**src/rtl/midi_merge_arbiter.sv**
```systemverilog
`default_nettype none
// ============================================================================
// Module  : midi_merge_arbiter
// Purpose : Grants one of four idle-high serial MIDI inputs exclusive use of
//           the merged outputs for a whole frame plus an inter-byte gap.
// Revision: 1.0
// ============================================================================
module midi_merge_arbiter #(
    parameter int BIT_TICKS = 32,
    parameter int GAP_BITS  = 3
) (
    input  logic       clk,
    input  logic       rst,
    input  logic [3:0] midi_in,
    input  logic [3:0] midi_dst,
    output logic [3:0] midi_out,
    output logic [3:0] grant,
    output logic       busy,
    output logic [7:0] lost_cnt
);

    localparam int FRAME_LEN = 10 * BIT_TICKS;
    localparam int GAP_LEN   = GAP_BITS * BIT_TICKS;
    localparam int TIMER_MAX = (FRAME_LEN > GAP_LEN) ? FRAME_LEN : GAP_LEN;
    localparam int TW        = $clog2(TIMER_MAX + 1);
    localparam logic [TW-1:0] FRAME_LAST = TW'(FRAME_LEN - 1);
    localparam logic [TW-1:0] GAP_LAST   = TW'(GAP_LEN - 1);

    typedef enum logic [1:0] {
        ST_IDLE  = 2'd0,
        ST_FRAME = 2'd1,
        ST_GAP   = 2'd2
    } state_t;

    logic [3:0]    sync1_q, sync2_q, prev_q;
    logic [1:0]    settle_q;
    logic [3:0]    fall;

    state_t        state_q, state_d;
    logic [TW-1:0] timer_q, timer_d;
    logic [1:0]    owner_q, owner_d;
    logic [1:0]    rr_ptr_q, rr_ptr_d;
    logic          busy_q, busy_d;
    logic          lost_q, lost_d;
    logic [3:0]    dst_q, dst_d;
    logic [3:0]    out_q, out_d;
    logic [7:0]    lost_cnt_q, lost_cnt_d;

    logic          win_found;
    logic [1:0]    win_idx;
    logic [3:0]    win_mask;
    logic [3:0]    owner_mask;
    logic          others_fall;

    // Edge detection stays masked until the previous-sample register holds
    // real pin data, so an input held low through reset never looks like a start bit.
    always_ff @(posedge clk or posedge rst) begin
        if (rst) begin
            sync1_q  <= 4'hF;
            sync2_q  <= 4'hF;
            prev_q   <= 4'hF;
            settle_q <= 2'd0;
        end else begin
            sync1_q <= midi_in;
            sync2_q <= sync1_q;
            prev_q  <= sync2_q;
            if (settle_q != 2'd3) begin
                settle_q <= settle_q + 2'd1;
            end
        end
    end

    assign fall = (settle_q == 2'd3) ? (prev_q & ~sync2_q) : 4'h0;

    always_comb begin
        win_found = 1'b0;
        win_idx   = rr_ptr_q;
        for (int k = 0; k < 4; k++) begin
            if (!win_found && fall[rr_ptr_q + 2'(k)]) begin
                win_found = 1'b1;
                win_idx   = rr_ptr_q + 2'(k);
            end
        end
    end

    assign win_mask    = 4'b0001 << win_idx;
    assign owner_mask  = 4'b0001 << owner_q;
    assign others_fall = |(fall & ~owner_mask);

    always_comb begin
        state_d    = state_q;
        timer_d    = timer_q;
        owner_d    = owner_q;
        rr_ptr_d   = rr_ptr_q;
        busy_d     = busy_q;
        lost_d     = lost_q;
        dst_d      = dst_q;
        lost_cnt_d = lost_cnt_q;
        case (state_q)
            ST_IDLE: begin
                if (win_found) begin
                    state_d = ST_FRAME;
                    timer_d = '0;
                    owner_d = win_idx;
                    busy_d  = 1'b1;
                    dst_d   = midi_dst;
                    lost_d  = |(fall & ~win_mask);
                end
            end
            ST_FRAME: begin
                if (others_fall) begin
                    lost_d = 1'b1;
                end
                if (timer_q == FRAME_LAST) begin
                    state_d = ST_GAP;
                    timer_d = '0;
                end else begin
                    timer_d = timer_q + TW'(1);
                end
            end
            ST_GAP: begin
                if (fall[owner_q]) begin
                    state_d = ST_FRAME;
                    timer_d = '0;
                    if (others_fall) begin
                        lost_d = 1'b1;
                    end
                end else if (timer_q == GAP_LAST) begin
                    // A non-owner edge landing on the release cycle is dropped.
                    state_d  = ST_IDLE;
                    timer_d  = '0;
                    busy_d   = 1'b0;
                    rr_ptr_d = owner_q + 2'd1;
                    lost_d   = 1'b0;
                    if (lost_q && (lost_cnt_q != 8'hFF)) begin
                        lost_cnt_d = lost_cnt_q + 8'd1;
                    end
                end else begin
                    timer_d = timer_q + TW'(1);
                    if (others_fall) begin
                        lost_d = 1'b1;
                    end
                end
            end
            default: begin
                state_d = ST_IDLE;
                busy_d  = 1'b0;
            end
        endcase
    end

    // Next-state ownership drives the output mux so the start bit keeps the
    // same three-clock latency as every later bit.
    always_comb begin
        out_d = 4'hF;
        for (int i = 0; i < 4; i++) begin
            if (busy_d && dst_d[i]) begin
                out_d[i] = sync2_q[owner_d];
            end
        end
    end

    always_ff @(posedge clk or posedge rst) begin
        if (rst) begin
            state_q    <= ST_IDLE;
            timer_q    <= '0;
            owner_q    <= 2'd0;
            rr_ptr_q   <= 2'd0;
            busy_q     <= 1'b0;
            lost_q     <= 1'b0;
            dst_q      <= 4'h0;
            out_q      <= 4'hF;
            lost_cnt_q <= 8'h00;
        end else begin
            state_q    <= state_d;
            timer_q    <= timer_d;
            owner_q    <= owner_d;
            rr_ptr_q   <= rr_ptr_d;
            busy_q     <= busy_d;
            lost_q     <= lost_d;
            dst_q      <= dst_d;
            out_q      <= out_d;
            lost_cnt_q <= lost_cnt_d;
        end
    end

    assign midi_out = out_q;
    assign busy     = busy_q;
    assign grant    = busy_q ? owner_mask : 4'h0;
    assign lost_cnt = lost_cnt_q;

endmodule
`default_nettype wire

```
**config.mk**
```make
export PLATFORM = sky130hd
export DESIGN_NAME = midi_merge_arbiter
export DESIGN_NICKNAME = d
export VERILOG_FILES = /design/src/rtl/midi_merge_arbiter.sv
export SDC_FILE = /design/constraint.sdc
export NUM_CORES = 1
export LEC_CHECK = 0
export BUFFER_PORTS_ARGS = -buffer_cell sky130_fd_sc_hd__clkbuf_2
export CAP_MARGIN = 20
export CORE_ASPECT_RATIO = 0.75
export CORE_UTILIZATION = 62
export CTS_CLUSTER_DIAMETER = 30
export DETAILED_ROUTE_END_ITERATION = 6
export PLACE_DENSITY_LB_ADDON = 0.12
export SKIP_CTS_REPAIR_TIMING = 1
export SYNTH_ARGS = -nofsm -noshare
export SYNTH_HDL_FRONTEND = slang
export SYNTH_SLANG_ARGS = --single-unit
```
**constraint.sdc**
```tcl
create_clock -name clk -period 6.5 [get_ports clk]
set_input_delay 0.975 -clock clk [delete_from_list [all_inputs] [get_ports clk]]
set_output_delay 0.975 -clock clk [all_outputs]
set_load 0.02 [all_outputs]
```
==> After elaboration in Yosys (flattened, before gate mapping) <==
Index checks and enable logic that the tools add are counted.
{ "word_totals": {"regBits": 47, "in_bits": 10} }
{ "op_classes": {"n_addsub": 7, "order_cmp": 6, "n_eq_ne": 10, "shift": 2, "mux": 48, "bitwise_logic": 7, "n_reduce_logical": 19} }
{ "op_table": {"columns": ["op", "n"], "rows": [
  ["two-way mux 9 bit", 4],
  ["case mux 9 bit (3 select lines)", 1],
  ["two-way mux 1 bit", 21],
  ["less-than comparator 2 x 3 -> 1 bit, second input constant", 6],
  ["two-way mux 2 bit", 9],
  ["two-way mux 4 bit", 4],
  ["AND 4 bit", 3],
  ["binary-select mux 1 bit (select 2 bit)", 6],
  ["inverter 4 bit", 3],
  ["adder 9 x 1 -> 9 bit, second input constant", 1],
  ["equality test 9 x 7 -> 1 bit, second input constant", 1],
  ["equality test 9 bit, second input constant", 1],
  ["adder 8 x 1 -> 8 bit, second input constant", 1],
  ["logical AND 1 bit", 8],
  ["inequality test 8 bit, second input constant", 1],
  ["OR reduction 4 bit", 2],
  ["left shift 1 x 2 -> 4 bit, first input constant", 2],
  ["adder 2 x 1 -> 2 bit, second input constant", 3],
  ["inequality test 2 bit, second input constant", 3],
  ["case mux 1 bit (3 select lines)", 2],
  ["case mux 2 bit (3 select lines)", 1],
  ["AND reduction 3 bit", 2],
  ["adder 2 bit, second input constant", 2],
  ["equality test 2 bit, second input constant", 2],
  ["8 further kinds", 10]
]} }

==> Depth between registers and ports, before layout <==
Gate-level depths: netlist of run 1.
{ "depth": {"depth_word": 21, "ltp_mapped": 9, "depth_no_buf": 9} }

==> Least setup slack after synthesis of run 1 <==
No wires, ideal clock.
{ "synth_path": {"path_kind": "register to register", "start": "register sync2_q[0]", "end": "register lost_cnt_q[5] (netlist: lost_cnt[5])", "setup_time_ps": 129, "arrival_ps": 2129, "required_ps": 6371, "slack_ps": 4242, "path_stages_with_launch": 7, "n_path_buf": 0, "path_cell_list": "dfstp_2 -> nor2b_1 -> mux4_2 -> a2111oi_4 -> and3_4 -> nand4_2 -> xnor2_1"} }
{ "synth_between": {"elab_chain_cells": 7} }
{ "synth_lines": {"columns": ["element", "line_no", "source"], "rows": [
  ["from (decl)", "35", "logic [3:0] sync1_q, sync2_q, prev_q;"],
  ["from (signal assigned)", "65", "sync2_q <= sync1_q;"],
  ["inverter 4 bit", "73", "assign fall = (settle_q == 2'd3) ? (prev_q & ~sync2_q) : 4'h0;"],
  ["AND 4 bit", "73", null],
  ["two-way mux 4 bit", "73", null],
  ["binary-select mux 1 bit (select 2 bit)", "122", "if (fall[owner_q]) begin"],
  ["two-way mux 1 bit (not written as such)", "122", null],
  ["inverter 1 bit (no line)", null, null],
  ["AND reduction 4 bit (no line)", null, null],
  ["to (signal assigned)", "183", "lost_cnt_q <= lost_cnt_d;"],
  ["to (decl)", "47", "logic [7:0] lost_cnt_q, lost_cnt_d;"]
]} }
Every way passes these cells. The select of a mux whose other input is x is not followed.
A chain may end at the register's enable or synchronous reset.

==> Worst setup path after layout of run 1 <==
{ "layout_path": {"start": "register prev_q[0]", "end": "register timer_q[6]"} }
{ "layout_between": {"elab_chain_cells": 16, "word_cells_on_any_way": 26, "cone_classes": "eq/ne: 1; mux: 17; bitwise: 1; reduce/logical: 7"} }
{ "layout_lines": {"columns": ["element", "line_no", "source"], "rows": [
  ["from (decl)", "35", null],
  ["from (signal assigned)", "66", "prev_q <= sync2_q;"],
  ["AND 4 bit *", "73", null],
  ["two-way mux 4 bit *", "73", null],
  ["binary-select mux 1 bit (select 2 bit)", "79", "if (!win_found && fall[rr_ptr_q + 2'(k)]) begin"],
  ["two-way mux 1 bit (not written as such)", "79", null],
  ["two-way mux 1 bit", "79", null],
  ["logical NOT 1 bit", "79", null],
  ["logical AND 1 bit", "79", null],
  ["two-way mux 1 bit", "79", null],
  ["logical NOT 1 bit", "79", null],
  ["logical AND 1 bit", "79", null],
  ["two-way mux 1 bit", "79", null],
  ["logical NOT 1 bit", "79", null],
  ["logical AND 1 bit", "79", null],
  ["two-way mux 1 bit", "79", null],
  ["inequality test 2 bit (no line)", null, null],
  ["AND reduction 2 bit (no line)", null, null],
  ["to (signal assigned)", "176", "timer_q <= timer_d;"],
  ["to (decl)", "40", "logic [TW-1:0] timer_q, timer_d;"]
]} }
Every way passes the cells marked *; elsewhere a longest branch is shown, timed or not. The select of a mux whose other input is x is not followed.

==> metrics.txt, run 1 <==
CP Data Arrival Time=around 2700 ps; die width=between 70 and 80 microns; hold worst-path end=sync2_q[2]$_DFF_PP1_; vias in the first global route=around 1700; Vias=roughly 1800; post-route ant nets=0; setup violators final=0; fin nets=287; I/O pin count=27; antenna violations before repair=0; TNS Setup=0 ps; Crit. End Element=flop; clk_lat worst skew=300 ps; Fmax=396 MHz; Non-Filler Instances=about 320; Max rail drop VDD=0.232 mV; WL final=between 4000 and 5000 microns; Worst Skew=6.05 ps; wire per inst=14.8 microns; GR Overflow Total=0; # rows=19; reg2reg start=prev_q[0]$_DFF_PP1_; clk root buf=clkbuf_8; HPWL after DPL=3440 microns; port bufs=26; maximum root-to-sink buffer count=2; flop-to-flop setup slack=3980 ps; area leader, netlist=dfrtp_1; worst r2r path cells=6; drt initial violations=150; Slew Viols, Final=0; Worst slew margin=40.0%; H-Tree Depth=2; pwr/cell area=349 nW/um^2; top_reg_cell synth=dfrtp_1; Hold Vio Cnt, Final=0; Num CTS Buffers=5; count leader, synth=nand2_1; Hold Crit Class=reg -> reg; GR Util All Layers=26.1%; starting density of the core=65.7%; syn_nets=roughly 260; detailed-route DRC error count=0; Synth area leaders=dfrtp_1 (32%), dfstp_2 (17%), ha_1 (5.6%); RSZ-0062 raised after global routing=false; first-pass GRT wire length=7930 microns; syn_area_per_cell=roughly 10 sq um; Seq/Total Area, Yosys=49.1%; Worst Max-Slew Pin Slew=899 ps; status=finished clean; top cells by count, synth=nand2_1 (35), dfrtp_1 (31), dfstp_2 (16); critical path class=reg -> reg; Static Leak=1.25 nW; core area=3710 sq um; n_diodes=0; Area growth syn-to-layout=11.5%; Pwr Total=0.947 mW; share of layout cells above drive strength 1=23.2%; Syn. warnings=0; drt pass-1 iters=4; largest net degree at the start of global routing=48; Worst R2R End=timer_q[6]$_DFFE_PP0P_; GP Congestion=roughly 0.85; vias per inst=5.70; Worst Path Max Fanout=6; Seq cells post-synth=47; dpl cells=between 300 and 400; Hold Path Origin=sync1_q[2]$_DFF_PP1_; asr flop ratio synth=100%; Die Y-Extent=between 50 and 60 microns; CTS sink cnt=47; total die area=4190 sq um; Gate Count Post-Synth=approximately 240; Req. time, crit path=6660 ps; post-synth cell types=55; Worst-path clk slew=80 ps; share of the synthesized area in the top cell type=31.8%; Post-synth EDFFs=0; Hold Path Stages=0; Synth Cell Area=approximately 2400 sq um; CTS tree=yes; Max-Cap Viols=0; CP Launch Type=flop; fin crit share=about 39%; post-layout min period=around 2500 ps
[power by group]
group          internal [mW]  leakage (nW)  switching [mW]
combinational          0.136         0.624           0.252
sequential             0.348         0.576          0.0365
clock                 0.0858        0.0482          0.0892
total                  0.570          1.25           0.377
[placed cells by master (no fill, tap or decap), drive strengths merged, types with 4 or more instances in the layout]
master	Yosys	final
inv	15	15
nand2	35	35
xnor2	11	11
dfstp	16	16
dfrtp	31	31
clkbuf	2	33
ha	11	11
nor2	14	14
nor2b	4	4
o22ai	4	4
or3	4	4
o21ai	9	9
nand3	5	5
nand2b	5	5
a21oi	12	12
and2	5	5
[critical path: stages (launching register included)]
cell     delay (ps)
dfstp_2         550
nor2b_1         440
mux4_2          400
nand2_1         110
a31o_2          330
a21oi_1         460
nor2_1          110
[how the worst max path moves through the flow]
stage / start / to / cells after the start
final: prev_q[0]$_DFF_PP1_ / timer_q[6]$_DFFE_PP0P_ / 6
after global routing: settle_q[0]$_DFFE_PP0P_ / midi_out[3]$_DFF_PP1_ / 8
after CTS: settle_q[0]$_DFFE_PP0P_ / midi_out[3]$_DFF_PP1_ / 8
after detailed placement: settle_q[0]$_DFFE_PP0P_ / midi_out[3]$_DFF_PP1_ / 8
after global placement: sync2_q[0]$_DFF_PP1_ / lost_cnt[5]$_DFFE_PP0P_ / 6
after floorplan: sync2_q[0]$_DFF_PP1_ / lost_cnt[5]$_DFFE_PP0P_ / 6
[per-layer routing]
| metal | part of all wire [%] | vias to the layer above | GRT usage (%) |
|---|---|---|---|
| met2 | 43 | 57 | 36.2 |
| met3 | 6.3 | 5 | 7.54 |
| met1 | 50 | 869 | 40.7 |
| li1 | - | 888 | - |
| met4 | 0.87 | 0 | 5.66 |
| met5 | 0 | - | 0 |
[flip-flops by register name, summed over array words and instances (netlist names)]
| signal | flops |
|---|---|
| busy | 1 |
| dst_q | 4 |
| lost_cnt | 8 |
| lost_q | 1 |
| midi_out | 4 |
| owner_q | 2 |
| prev_q | 4 |
| rr_ptr_q | 2 |
| settle_q | 2 |
| state_q | 2 |
| sync1_q | 4 |
| sync2_q | 4 |
| timer_q | 9 |
[stage by stage]
step                      setup slack [ps]  area [sq um]  util (%)  hold slack [ps]
after floorplan                       4240          2440         -              345
after global placement                4100          2620      70.7              346
after detailed placement              4010          2620      70.7              347
after CTS                             3980          2720      73.2              360
after global routing                  3760          2720      73.2              359
final                                 3980          2720      73.2              358
[cell type report]
| type | count | area, sq um |
|---|---|---|
| flip-flops and latches | 47 | 1200 |
| multi-input cells | 171 | 1180 |
| fillers | 274 | 993 |
| repair buffers | 26 | 130 |
| clock buffers | 7 | 86.3 |
| well taps | 52 | 65.1 |
| inverters | 15 | 56.3 |
| clock inverters | 1 | 5.00 |
[logic make-up (layout without fill, tap and decap cells)]
kind of cell               after synthesis  after routing  share of synthesized area [%]
xor gates and xnor gates                14             14                           5.03
DFF                                     47             47                           49.1
muxes                                    4              4                           2.31
and+or+nand+nor                         90             90                           19.0
AOI/OAI and AO/OA                       51             51                           15.9
buffers and inverters                   17             49                           2.62
adders and majority gates               12             12                           6.06
No activity file was read; power rests on OpenSTA's default activity.
==> inputs of run 2 (changes only) <==
CORE_UTILIZATION = 58   (was 62)
clock period = 2.6 ns   (was 6.5 ns; I/O delays follow)
==> run 2 against run 1 <==
  * The flow now finishes with violations (negative hold slack)
  * Clock skew increased by 5.9 ps
  * Maximum frequency increased by 6.5%
  * Critical endpoint is now state_q[1]$_DFFE_PP0P_
  * Sequential share of layout area decreased by 1.6 points
  * Sequential cell count unchanged
  * Combinational power increased to 2.8 times the previous value
  * Hold slack got worse by 370 ps
  * Clock-buffer cell count decreased by 1
  * First-iteration DRC count increased by 2.7%
  * Non-clock buffer count increased by 12
  * Highest routed layer unchanged
  * Wire length increased by 14%
  * Global-route usage decreased by 0.33 points
  * Sequential power increased by 150%
==> metrics.txt, run 2 (synthesized netlist as in run 1, its figures left out) <==
Hold Crit Class=in -> async; post-route setup slack=231 ps (-3750 ps); total die area=4470 sq um (+6.7%); CP Launch Type=flop; TNS Setup=0 ps (unchanged); Metal-1 WL=2910 microns (+24%); GP Congestion=0.896 (+4.8%); GR Util All Layers=25.8% (-0.33 points); Core Util, Final=69.9% (-3.3 points); Vias=1923 (+5.7%); CP Data Arrival Time=2560 ps (-120 ps); met3 WL=258 microns (-13%); Area growth syn-to-layout=15.6%; Worst Path Max Fanout=5 (-1); sequential power share=37.6% (-3.0 points); port bufs=26 (unchanged); Worst-path clk slew=100 ps (+20 ps); Pwr Total=2.54 mW (+170%); clk_lat worst skew=310 ps (about the same); Slew Viols, Final=0 (unchanged); RSZ-0062 raised after global routing=false; CTS sink cnt=47 (unchanged); sw frac=40.6% (+0.71 points); multi-input logic area=1180 sq um (unchanged); top routing layer in use=met4; largest register by flop count=timer_q; worst r2r path cells=6 (unchanged); vias in the first global route=1722 (+3.4%); post-layout min period=2370 ps (-155 ps); fin crit share=91.1% (+52 points); Max stage delay on crit path=570 ps (+20 ps); core area=4030 sq um (+8.6%); drt initial violations=154 (+2.7%); CP max stage cell=dfstp_2; flop-to-flop setup slack=230 ps (-3750 ps); # rows=20 (+1); Num CTS Buffers=5 (unchanged); Worst Skew=12.0 ps (+5.94 ps); status=finished, violations left; Die Y-Extent=58.1 microns (+3.3%); largest net degree at the start of global routing=19 (-60%); H-Tree Depth=2 (unchanged); Hold Vio Cnt, Final=3 (+3); die width=76.8 microns (+3.3%); drt pass-1 iters=4 (unchanged); most frequent cells in the layout=nand2_1 (35), dfrtp_1 (31), clkbuf_2 (26), dfstp_2 (16), nor2_1 (14); switching pwr=1.03 mW (+170%); detailed-route DRC error count=0 (unchanged); Max-Cap Viols=0 (unchanged); Req. time, crit path=2790 ps (-3870 ps); WL final=5380 microns (+14%); Worst slew margin=59.3% (+19 points); reg2reg start=prev_q[0]$_DFF_PP1_; Fmax=422 MHz (+6.5%); GR Overflow Total=0 (unchanged); starting density of the core=60.5% (-5.2 points); Worst Setup SP=prev_q[0]$_DFF_PP1_; Max rail drop VDD=0.610 mV (+160%); share of layout cells above drive strength 1=26.9% (+3.7 points); hold slack=-13.3 ps (-371 ps); wire per inst=16.1 microns (+8.7%); max reg flops=9 (unchanged); failing checks=negative hold slack; worst-path cell chain=nor2b_1 > mux4_2 > nand2_1 > a31o_2 > a21oi_1 > mux2_1; Int Pwr=1.51 mW (+160%); DR WL met2=2150 microns (+5.6%); Worst R2R End=state_q[1]$_DFFE_PP0P_; Static Leak=1.31 nW (+4.7%); most common cell after layout, fill and taps aside=nand2_1; post-route ant nets=0 (unchanged); post-place setup slack=274 ps (-3740 ps); critical path class=reg -> reg; CTS tree=yes; antenna violations before repair=0 (unchanged); n_diodes=0 (unchanged); first-pass GRT wire length=8570 microns (+8.1%); Worst Max-Slew Pin Slew=602 ps (-297 ps); pwr/cell area=900 nW/um^2 (+160%); Clk pwr share=19.1% (+0.6 points); Combinational Power Share=43.3% (+2.4 points); Crit. End Element=flop; maximum root-to-sink buffer count=2 (unchanged); clk root buf=clkbuf_8; Layout fillers=309 (+13%); I/O pin count=27 (unchanged); setup violators final=0 (unchanged); fin nets=299 (+4.2%); register area=1200 sq um (unchanged); vias per inst=5.76 (+0.97%); HPWL after DPL=4090 microns (+19%)
==> run 2: cell types whose count changed in the layout (fill, tap and decap cells not counted), sizes merged <==
cell / before / now
clkinvlp: 0 / 1
clkbuf: 33 / 32
buf: 0 / 12
==> run 2: how the worst max path moves through the flow <==
stage | to | slack, ps | cells past startpoint
global placement | lost_cnt[1]$_DFFE_PP0P_ | 350 | 5
global route | state_q[1]$_DFFE_PP0P_ | 80 | 6
CTS | state_q[1]$_DFFE_PP0P_ | 260 | 6
finish | state_q[1]$_DFFE_PP0P_ | 230 | 6
floorplan | lost_cnt[5]$_DFFE_PP0P_ | 340 | 6
detailed placement | state_q[1]$_DFFE_PP0P_ | 270 | 6
==> run 2: critical path: cells and delay by family, from the launching register on <==
kind | cells | cell delay [ps]
AOI/OAI and AO/OA | 2 | 480
muxes | 2 | 710
and+or+nand+nor | 2 | 500
DFF | 1 | 570
==> run 2: stage by stage <==
| stage | cells | instance area, sq um |
|---|---|---|
| floorplan | 235 | 2440 |
| global route | 334 | 2820 |
| finish | 334 | 2820 |
| global placement | 326 | 2720 |
| CTS | 334 | 2820 |
| detailed placement | 326 | 2720 |
==> run 2: per-layer routing <==
layer,GRT usage [%],vias to the layer above
li1,-,912
met1,40.2,950
met2,35.6,53
met3,6.46,8
met4,6.32,0
met5,0,-
==> run 2: power by group through the flow <==
stage	registers (mW)	logic, mW	clock network [mW]
floorplan	0.990	0.679	0
finish	0.952	1.10	0.484
global route	0.964	1.21	0.512
CTS	0.951	1.09	0.488
detailed placement	0.963	1.08	0
global placement	0.961	1.07	0
==> run 2: cell type report <==
type,instances,area share (%)
multi-input combinational,171,41.8
sequential,47,42.5
inverter,15,2.00
timing repair buffer,38,7.82
clock inverter,2,0.578
clock buffer,6,2.93
tap,55,2.44
==> inputs of run 3 (changes only) <==
CORE_ASPECT_RATIO = default   (was 0.75)
==> run 3 against run 2 <==
  * Maximum frequency decreased by 1.6%
  * Core utilization decreased by 0.65 points
  * Total power decreased by 4.8%
  * Sequential power decreased by 0.9%
  * First-iteration DRC count increased by 17%
  * Non-clock buffer count decreased by 6
  * The run now ends clean
  * Sequential cell count unchanged
  * Critical endpoint unchanged
  * Final cell count decreased by 3.3%
  * Clock power decreased by 3%
==> metrics.txt, run 3 (synthesized netlist as in run 1, its figures left out) <==
status=finished clean; wire per inst=14.7 microns (-8.5%); Worst Max-Slew Pin Slew=564 ps (-37.7 ps); max reg flops=9 (unchanged); Num CTS Buffers=5 (unchanged); post-route ant nets=0 (unchanged); Area growth syn-to-layout=14.5%; Req. time, crit path=2790 ps (about the same); Worst-path clk slew=80 ps (-20 ps); Vias=1811 (-5.8%); Max stage delay on crit path=560 ps (about the same); I/O pin count=27 (unchanged); hold slack=112 ps (+125 ps); n_diodes=0 (unchanged); Worst Path Max Fanout=5 (unchanged); CTS tree=yes; Pwr Total=2.41 mW (-4.8%); antenna violations before repair=0 (unchanged); starting density of the core=60.5% (unchanged); port bufs=26 (unchanged); vias per inst=5.61 (-2.6%); Crit. End Element=flop; drt pass-1 iters=4 (unchanged); GR Overflow Total=0 (unchanged); fin nets=293 (-2.0%); first-pass GRT wire length=7960 microns (-7.1%); most frequent cells in the layout=nand2_1 (35), dfrtp_1 (31), clkbuf_2 (26), dfstp_2 (16), nor2_1 (14); largest register by flop count=timer_q; die width=66.8 microns (-13%); post-layout min period=2410 ps (+38.9 ps); Hold Crit Class=in -> async; Static Leak=1.29 nW (-1.5%); critical path class=reg -> reg; drt initial violations=180 (+17%); clk_lat worst skew=310 ps (about the same); CP max stage cell=dfstp_2; Fmax=415 MHz (-1.6%); Max-Cap Viols=0 (unchanged); clk root buf=clkbuf_8; Worst slew margin=62.3% (+2.9 points); GP Congestion=0.883 (-1.4%); most common cell after layout, fill and taps aside=nand2_1; Slew Viols, Final=0 (unchanged); RSZ-0062 raised after global routing=false; share of layout cells above drive strength 1=25.6% (-1.2 points); Worst Skew=4.96 ps (-7.03 ps); total die area=4460 sq um (about the same); core area=4030 sq um (unchanged); Hold Vio Cnt, Final=0 (-3); fin crit share=92.6% (+1.5 points); maximum root-to-sink buffer count=2 (unchanged); # rows=23 (+15%); vias in the first global route=1669 (-3.1%); WL final=4760 microns (-12%); largest net degree at the start of global routing=48 (+29); pwr/cell area=865 nW/um^2 (-3.9%); setup violators final=0 (unchanged); Max rail drop VDD=0.471 mV (-23%); CP Data Arrival Time=2600 ps (+40 ps); GR Util All Layers=24.4% (-1.4 points); HPWL after DPL=3490 microns (-15%); TNS Setup=0 ps (unchanged); worst-path cell chain=nor2b_1 > mux4_2 > nand2_1 > a31o_2 > a21oi_1 > mux2_1; CP Launch Type=flop; detailed-route DRC error count=0 (unchanged); Die Y-Extent=66.8 microns (+15%); H-Tree Depth=2 (unchanged); CTS sink cnt=47 (unchanged); Core Util, Final=69.3% (-0.65 points)
-- run 3: cell types whose count changed in the layout (fill, tap and decap cells not counted) --
cell	delta
a211oi_2	+1
a211oi_1	-1
buf_4	-7
buf_16	+1
-- run 3: cell type report --
type	count	area (sq um)
Tap cell	50	62.6
Timing Repair Buffer	32	195
Sequential cell	47	1200
Clock buffer	6	82.6
Multi-Input combinational cell	171	1180
Fill cell	323	1240
Clock inverter	2	16.3
Inverter	15	56.3
-- run 3: final timing paths --
check                                           to  depth (start not counted)  slack (ps)            startpoint
max                         state_q[1]$_DFFE_PP0P_                          6         190   prev_q[0]$_DFF_PP1_
min                        lost_cnt[0]$_DFFE_PP0P_                          2         110                   rst
max reg2reg                 state_q[1]$_DFFE_PP0P_                          6         190   prev_q[0]$_DFF_PP1_
min reg2reg                   sync2_q[1]$_DFF_PP1_                          0         360  sync1_q[1]$_DFF_PP1_
max in group asynchronous     sync2_q[1]$_DFF_PP1_                          3        1920                   rst
min in group clk              sync1_q[0]$_DFF_PP1_                          1         160            midi_in[0]
-- run 3: worst max-delay path: cells and delay by family, from the launching register on --
family	cells	cell delay, ps
and+or+nand+nor	2	500
DFF	1	560
AOI/OAI and AO/OA	2	510
muxes	2	740
-- run 3: stage by stage --
| stage | setup slack (ps) | instances | area (sq um) |
|---|---|---|---|
| after floorplan | 342 | 235 | 2440 |
| after global placement | 197 | 314 | 2660 |
| after detailed placement | 125 | 314 | 2660 |
| after CTS | 108 | 322 | 2760 |
| after global routing | 40.3 | 323 | 2790 |
| final | 192 | 323 | 2790 |
-- run 3: layer usage --
metal	part of all wire, %	track usage, %	vias up
met5	0	0	-
met2	47	36.9	42
met4	1.4	8.51	0
li1	-	-	905
met3	4.4	5.14	7
met1	48	34.6	857
-- run 3: where the power goes --
group          switching, mW  internal (mW)  leakage [nW]
logic                  0.636          0.364         0.663
clock network          0.254          0.217        0.0474
registers             0.0719          0.871         0.576
total                  0.962           1.45          1.29
